[config.mk]
export PLATFORM = sky130hd
export DESIGN_NAME = alu_rr_arbiter
export DESIGN_NICKNAME = d
export VERILOG_FILES = /design/src/rtl/alu_rr_arbiter.sv
export SDC_FILE = /design/constraint.sdc
export NUM_CORES = 1
export LEC_CHECK = 0
export CELL_PAD_IN_SITES_DETAIL_PLACEMENT = 0
export CELL_PAD_IN_SITES_GLOBAL_PLACEMENT = 2
export CORE_ASPECT_RATIO = 0.6
export CORE_MARGIN = 3
export CORE_UTILIZATION = 28
export CTS_CLUSTER_SIZE = 16
export DETAILED_ROUTE_END_ITERATION = 10
export MAX_ROUTING_LAYER = met4
export PLACE_DENSITY_LB_ADDON = 0.05
export SLEW_MARGIN = 20
export SYNTH_ARGS = -nofsm -noshare
export SYNTH_HDL_FRONTEND = slang
export SYNTH_SLANG_ARGS = --single-unit
[constraint.sdc]
create_clock -name clk -period 3.75 [get_ports clk]
set_input_delay 0.9375 -clock clk [delete_from_list [all_inputs] [get_ports clk]]
set_output_delay 0.9375 -clock clk [all_outputs]
set_load 0.1 [all_outputs]
[src/rtl/alu_rr_arbiter.sv]
// Round-robin arbiter sharing one ALU/FIFO command port among NREQ requesters, tagging results by issuer.
// Optional macro ARB_PRIO_EN: requester 0 gets strict priority, the rest round-robin among 1..NREQ-1.
module alu_rr_arbiter #(
  parameter int NREQ = 4,
  parameter int TAG_DEPTH = 8,
  localparam int IDW = $clog2(NREQ)
) (
  input  logic              clk,
  input  logic              reset,
  input  logic [NREQ*10-1:0] req_data,
  input  logic [NREQ-1:0]   req_valid,
  output logic [NREQ-1:0]   req_ready,
  output logic [9:0]        alu_data,
  output logic              alu_valid,
  input  logic              alu_ready,
  input  logic              alu_res_valid,
  input  logic [8:0]        alu_res,
  output logic              rsp_valid,
  output logic [IDW-1:0]    rsp_id,
  output logic [8:0]        rsp_result,
  output logic              err_underflow
);

  localparam int PW = (TAG_DEPTH > 1) ? $clog2(TAG_DEPTH) : 1;
  localparam int CW = $clog2(TAG_DEPTH + 1);
  localparam logic [CW-1:0] FULL = CW'(TAG_DEPTH);

  logic [IDW-1:0] rr_ptr;
  logic [IDW-1:0] winner;
  logic           any_valid;
  logic [IDW-1:0] cand;
  int             idx;

  logic [IDW-1:0] tag_mem [TAG_DEPTH];
  logic [PW-1:0]  rd_ptr;
  logic [PW-1:0]  wr_ptr;
  logic [CW-1:0]  count;

  logic           pop_avail;
  logic           can_load;
  logic           push;
  logic           pop_ok;
  logic [IDW-1:0] pop_tag;

  always_comb begin
    winner    = '0;
    any_valid = 1'b0;
    idx       = 0;
    cand      = '0;
`ifdef ARB_PRIO_EN
    if (req_valid[0]) begin
      any_valid = 1'b1;
    end else begin
      for (int k = 0; k < NREQ - 1; k++) begin
        idx = int'(rr_ptr) + k;
        if (idx > NREQ - 1) idx = idx - (NREQ - 1);
        cand = IDW'(idx);
        if (!any_valid && req_valid[cand]) begin
          any_valid = 1'b1;
          winner    = cand;
        end
      end
    end
`else
    for (int k = 0; k < NREQ; k++) begin
      idx = int'(rr_ptr) + k;
      if (idx >= NREQ) idx = idx - NREQ;
      cand = IDW'(idx);
      if (!any_valid && req_valid[cand]) begin
        any_valid = 1'b1;
        winner    = cand;
      end
    end
`endif
  end

  // Handshake: a transfer happens on an edge where valid and ready are both 1.
  // The full check is bypassed when a result pops a tag in the same cycle.
  always_comb begin
    pop_avail = alu_res_valid && (count != '0);
    can_load  = reset && (!alu_valid || alu_ready) && ((count != FULL) || pop_avail);
    push      = can_load && any_valid;
    req_ready = push ? (NREQ'(1) << winner) : '0;
    pop_ok    = alu_res_valid && ((count != '0) || push);
    pop_tag   = (count != '0) ? tag_mem[rd_ptr] : winner;
  end

  always_ff @(posedge clk) begin
    if (push) tag_mem[wr_ptr] <= winner;
  end

  always_ff @(posedge clk) begin
    if (!reset) begin
      alu_valid     <= 1'b0;
      alu_data      <= '0;
      rsp_valid     <= 1'b0;
      rsp_id        <= '0;
      rsp_result    <= '0;
      err_underflow <= 1'b0;
      rd_ptr        <= '0;
      wr_ptr        <= '0;
      count         <= '0;
`ifdef ARB_PRIO_EN
      rr_ptr        <= IDW'(1);
`else
      rr_ptr        <= '0;
`endif
    end else begin
      if (push) begin
        alu_valid <= 1'b1;
        alu_data  <= req_data[winner*10 +: 10];
      end else if (alu_ready) begin
        alu_valid <= 1'b0;
      end

`ifdef ARB_PRIO_EN
      if (push && winner != '0)
        rr_ptr <= (winner == IDW'(NREQ - 1)) ? IDW'(1) : winner + IDW'(1);
`else
      if (push)
        rr_ptr <= (winner == IDW'(NREQ - 1)) ? '0 : winner + IDW'(1);
`endif

      if (push) wr_ptr <= wr_ptr + PW'(1);
      if (pop_ok) rd_ptr <= rd_ptr + PW'(1);
      if (push && !pop_ok) count <= count + CW'(1);
      else if (!push && pop_ok) count <= count - CW'(1);

      rsp_valid <= pop_ok;
      if (pop_ok) begin
        rsp_id     <= pop_tag;
        rsp_result <= alu_res;
      end
      if (alu_res_valid && !pop_ok) err_underflow <= 1'b1;
    end
  end

endmodule

==> run metrics <==
outcome completed; # diodes 0; CTS tree done; Core Util, Final 43.6%; Fillers 834; gr usage total about 14%; main flop type after synthesis dfxtp_1; list of most frequent post-synthesis cells 39 x dfxtp_1, 28 x nand2_1, 23 x mux2i_1, 19 x a21oi_1, 16 x edfxtp_1; Final min period about 3.6 ns; Synth Area in Simple Gates 14.6%; clock sinks 55; Post-Layout Inst Area 0.00381 mm²; post-DP HPWL between 4000 and 5000 µm; Yosys cell types 44; crit path max fanout 4; CP required 2.81 ns; Synth area leader dfxtp_1; largest net degree at the start of global routing 30; main combinational cell family by area after synthesis simple AND/OR/NAND/NOR gates; Root Buffer clkbuf_16; CTS Buffer Depth 2; Slew headroom 33.6%; H-tree depth 2; die height 80.5 µm; I/O pin total between 80 and 90; number of synthesized flops with an enable pin 16; Num CTS Buffers 5; post-synthesis mux area share 12.4%; DR DRC count 0; Post-CTS Hold Buffers 0; vias in the first global route between 2000 and 2500; Reg2Reg Launch Point count[0]$_SDFFE_PN0P_; register area share after synthesis 48.7%; Final period util 97.2%; Inst Count DP 439; post-place instance area 0.00363 mm²; r2r setup slk between 1 and 1.5 ns; Synth Area in XOR/XNOR 2.03%; reg2reg path depth 11; RD Place Congestion 0.782; Die ar. 0.0105 mm²; CP Cell Sequence clkdlybuf4s50_1 > or2b_1 > a21oi_1 > a211o_1 > inv_1 > ha_1 > and2_1 > buf_12; antenna viol nets, final 0; grt ovf 0; PortBufs 84; Row Count 26; DRT iter0 DRCs 180; worst-skew pair later-pin latency 0.30 ns; Pleak between 1 and 1.5 nW; worst path arrival time 2.71 ns; Clock Skew 0.00650 ns; Mean Syn Cell Area 10.7 µm²; initial antenna violation count 0; Async SR Flop Fraction 0%; first-pass GRT wire length roughly 11000 µm; synth top area cells dfxtp_1 30%, edfxtp_1 19%, mux2i_1 8.9%; final setup violation count 0; final net count 402; Hold WS 0.456 ns; Min-Delay Endpoint rsp_result[7]$_SDFFE_PN0P_; Reg clk slew, reported paths approximately 0.080 ns; Pre-Repair DR Iteration Count 4; Achievable Freq 274 MHz; via/cell ratio 4.65; Worst IR Drop VDD 0.223 mV; CP Launch Type primary input; routed length per instance 15.0 µm; P&R area growth vs syn 47.1%; Cell Area, Synth 0.00259 mm²; Slew Limit Fails 0; HP Start rsp_result[7]$_SDFFE_PN0P_; Final Hold Fails 0; Die Width 130 µm; CP max stage delay ~0.55 ns; most common cell in the netlist dfxtp_1; fraction of layout cells with a size suffix above 1 11.6%; Via Count ~2100; synth warn 0; worst slew pin tran 0.993 ns; FF+latch count, synth 55; pwr dens 686 mW/mm²; Core Area 0.00875 mm²; Syn Inst Count 242; Compound-Gate Fraction of Synth Area 12.1%; slowest library cell on the worst path clkdlybuf4s50_1; adder-cell area share of the yosys netlist 5.12%; post-synthesis net count approximately 310; worst reg2reg endpoint count[3]$_SDFFE_PN0P_; Routed WL 6730 µm; Worst Hold Depth 2; Setup crit end kind output port; Layout Cells excl Fill 448; Initial Util between 20% and 30%; Hold Path Class flip-flop to flip-flop; path type of the worst setup path primary input to output port; Max-cap violations 0; Synth top area share 30.1%
-- stage by stage --
stage               setup slack, ns  power (mW)   TNS, ns
floorplan                     0.108        1.75         0
global placement             0.0533        2.08         0
detailed placement           0.0334        2.08         0
CTS                          0.0638        2.65         0
global route               -0.00213        2.77  -0.00213
finish                        0.104        2.62         0
-- cell families after synthesis --
group / Yosys count
simple gates: 76
flops: 55
compound gates: 45
mux: 27
buf+inv: 23
fa+ha+maj: 10
xor+xnor: 6
-- registers in the layout, indices dropped and copies added (netlist names), named ones only --
signal / count
rsp_id: 2
alu_data: 10
wr_ptr: 3
rr_ptr: 2
alu_valid: 1
rsp_valid: 1
tag_mem: 16
count: 4
rsp_result: 9
rd_ptr: 3
err_underflow: 1
-- worst max-delay path, delay by kind of cell --
family	cells	cell delay (ns)
simple gates	2	0.43
buf+inv	3	0.81
compound gates	2	0.31
fa+ha+maj	1	0.22
-- power breakdown --
part / switching, mW / leakage, nW / internal (mW) / total, mW
registers: 0.0975 / 0.468 / 0.737 / 0.834
logic: 0.817 / 0.882 / 0.414 / 1.23
clock network: 0.228 / 0.0863 / 0.323 / 0.550
-- layer usage --
metal  track usage (%)  wire length [µm]  vias to the layer above  part of all wire (%)
li1                  -                 -                     1061                     -
met1              19.6              3520                      961                    52
met2              19.7              2790                       54                    41
met3              3.85               334                        9                   5.0
met4              3.63                88                        0                   1.3
met5                 -                 0                        -                     0
-- cell type report --
cell class                      instances  area (µm²)  share of cell area [%]
Clock buffer                            5         125                    3.28
Clock inverter                          3        50.0                    1.31
Inverter                               12        50.0                    1.31
Multi-Input combinational cell        164        1200                    31.6
Sequential cell                        55        1260                    33.1
Tap cell                              112         140                    3.68
Timing Repair Buffer                   97         981                    25.7
-- repair_timing --
item,in CTS,in global routing
endpoints found under the setup margin,0,2
gates resized for setup,0,1
setup buffers,0,1
-- placed cells by master (no fill, tap or decap), drive strengths merged, types with 3 or more instances in the layout --
| master | instances |
|---|---|
| edfxtp | 16 |
| and2 | 4 |
| mux2i | 23 |
| xnor2 | 5 |
| a21oi | 21 |
| mux4 | 4 |
| o21ai | 4 |
| nand3 | 13 |
| nor2 | 13 |
| clkdlybuf4s50 | 79 |
| nand2 | 30 |
| buf | 17 |
| o221ai | 10 |
| clkbuf | 5 |
| dfxtp | 39 |
| inv | 14 |
| nor3 | 3 |
| nand2b | 3 |
| ha | 9 |
-- how the worst max path moves through the flow --
| stage | from | endpoint | slack, ns | cells after the start |
|---|---|---|---|---|
| 3_3_place_gp | req_valid[0] | count[3]$_SDFFE_PN0P_ | 0.05 | 13 |
| 5_1_grt | req_valid[0] | req_ready[3] | -0.002 | 8 |
| 4_1_cts | req_valid[3] | req_ready[3] | 0.06 | 8 |
| 3_5_place_dp | req_valid[0] | count[3]$_SDFFE_PN0P_ | 0.03 | 13 |
| 6_report | req_valid[0] | req_ready[3] | 0.10 | 8 |
| 2_1_floorplan | req_valid[3] | req_ready[3] | 0.11 | 6 |
Power figures use the tool's default switching activity.
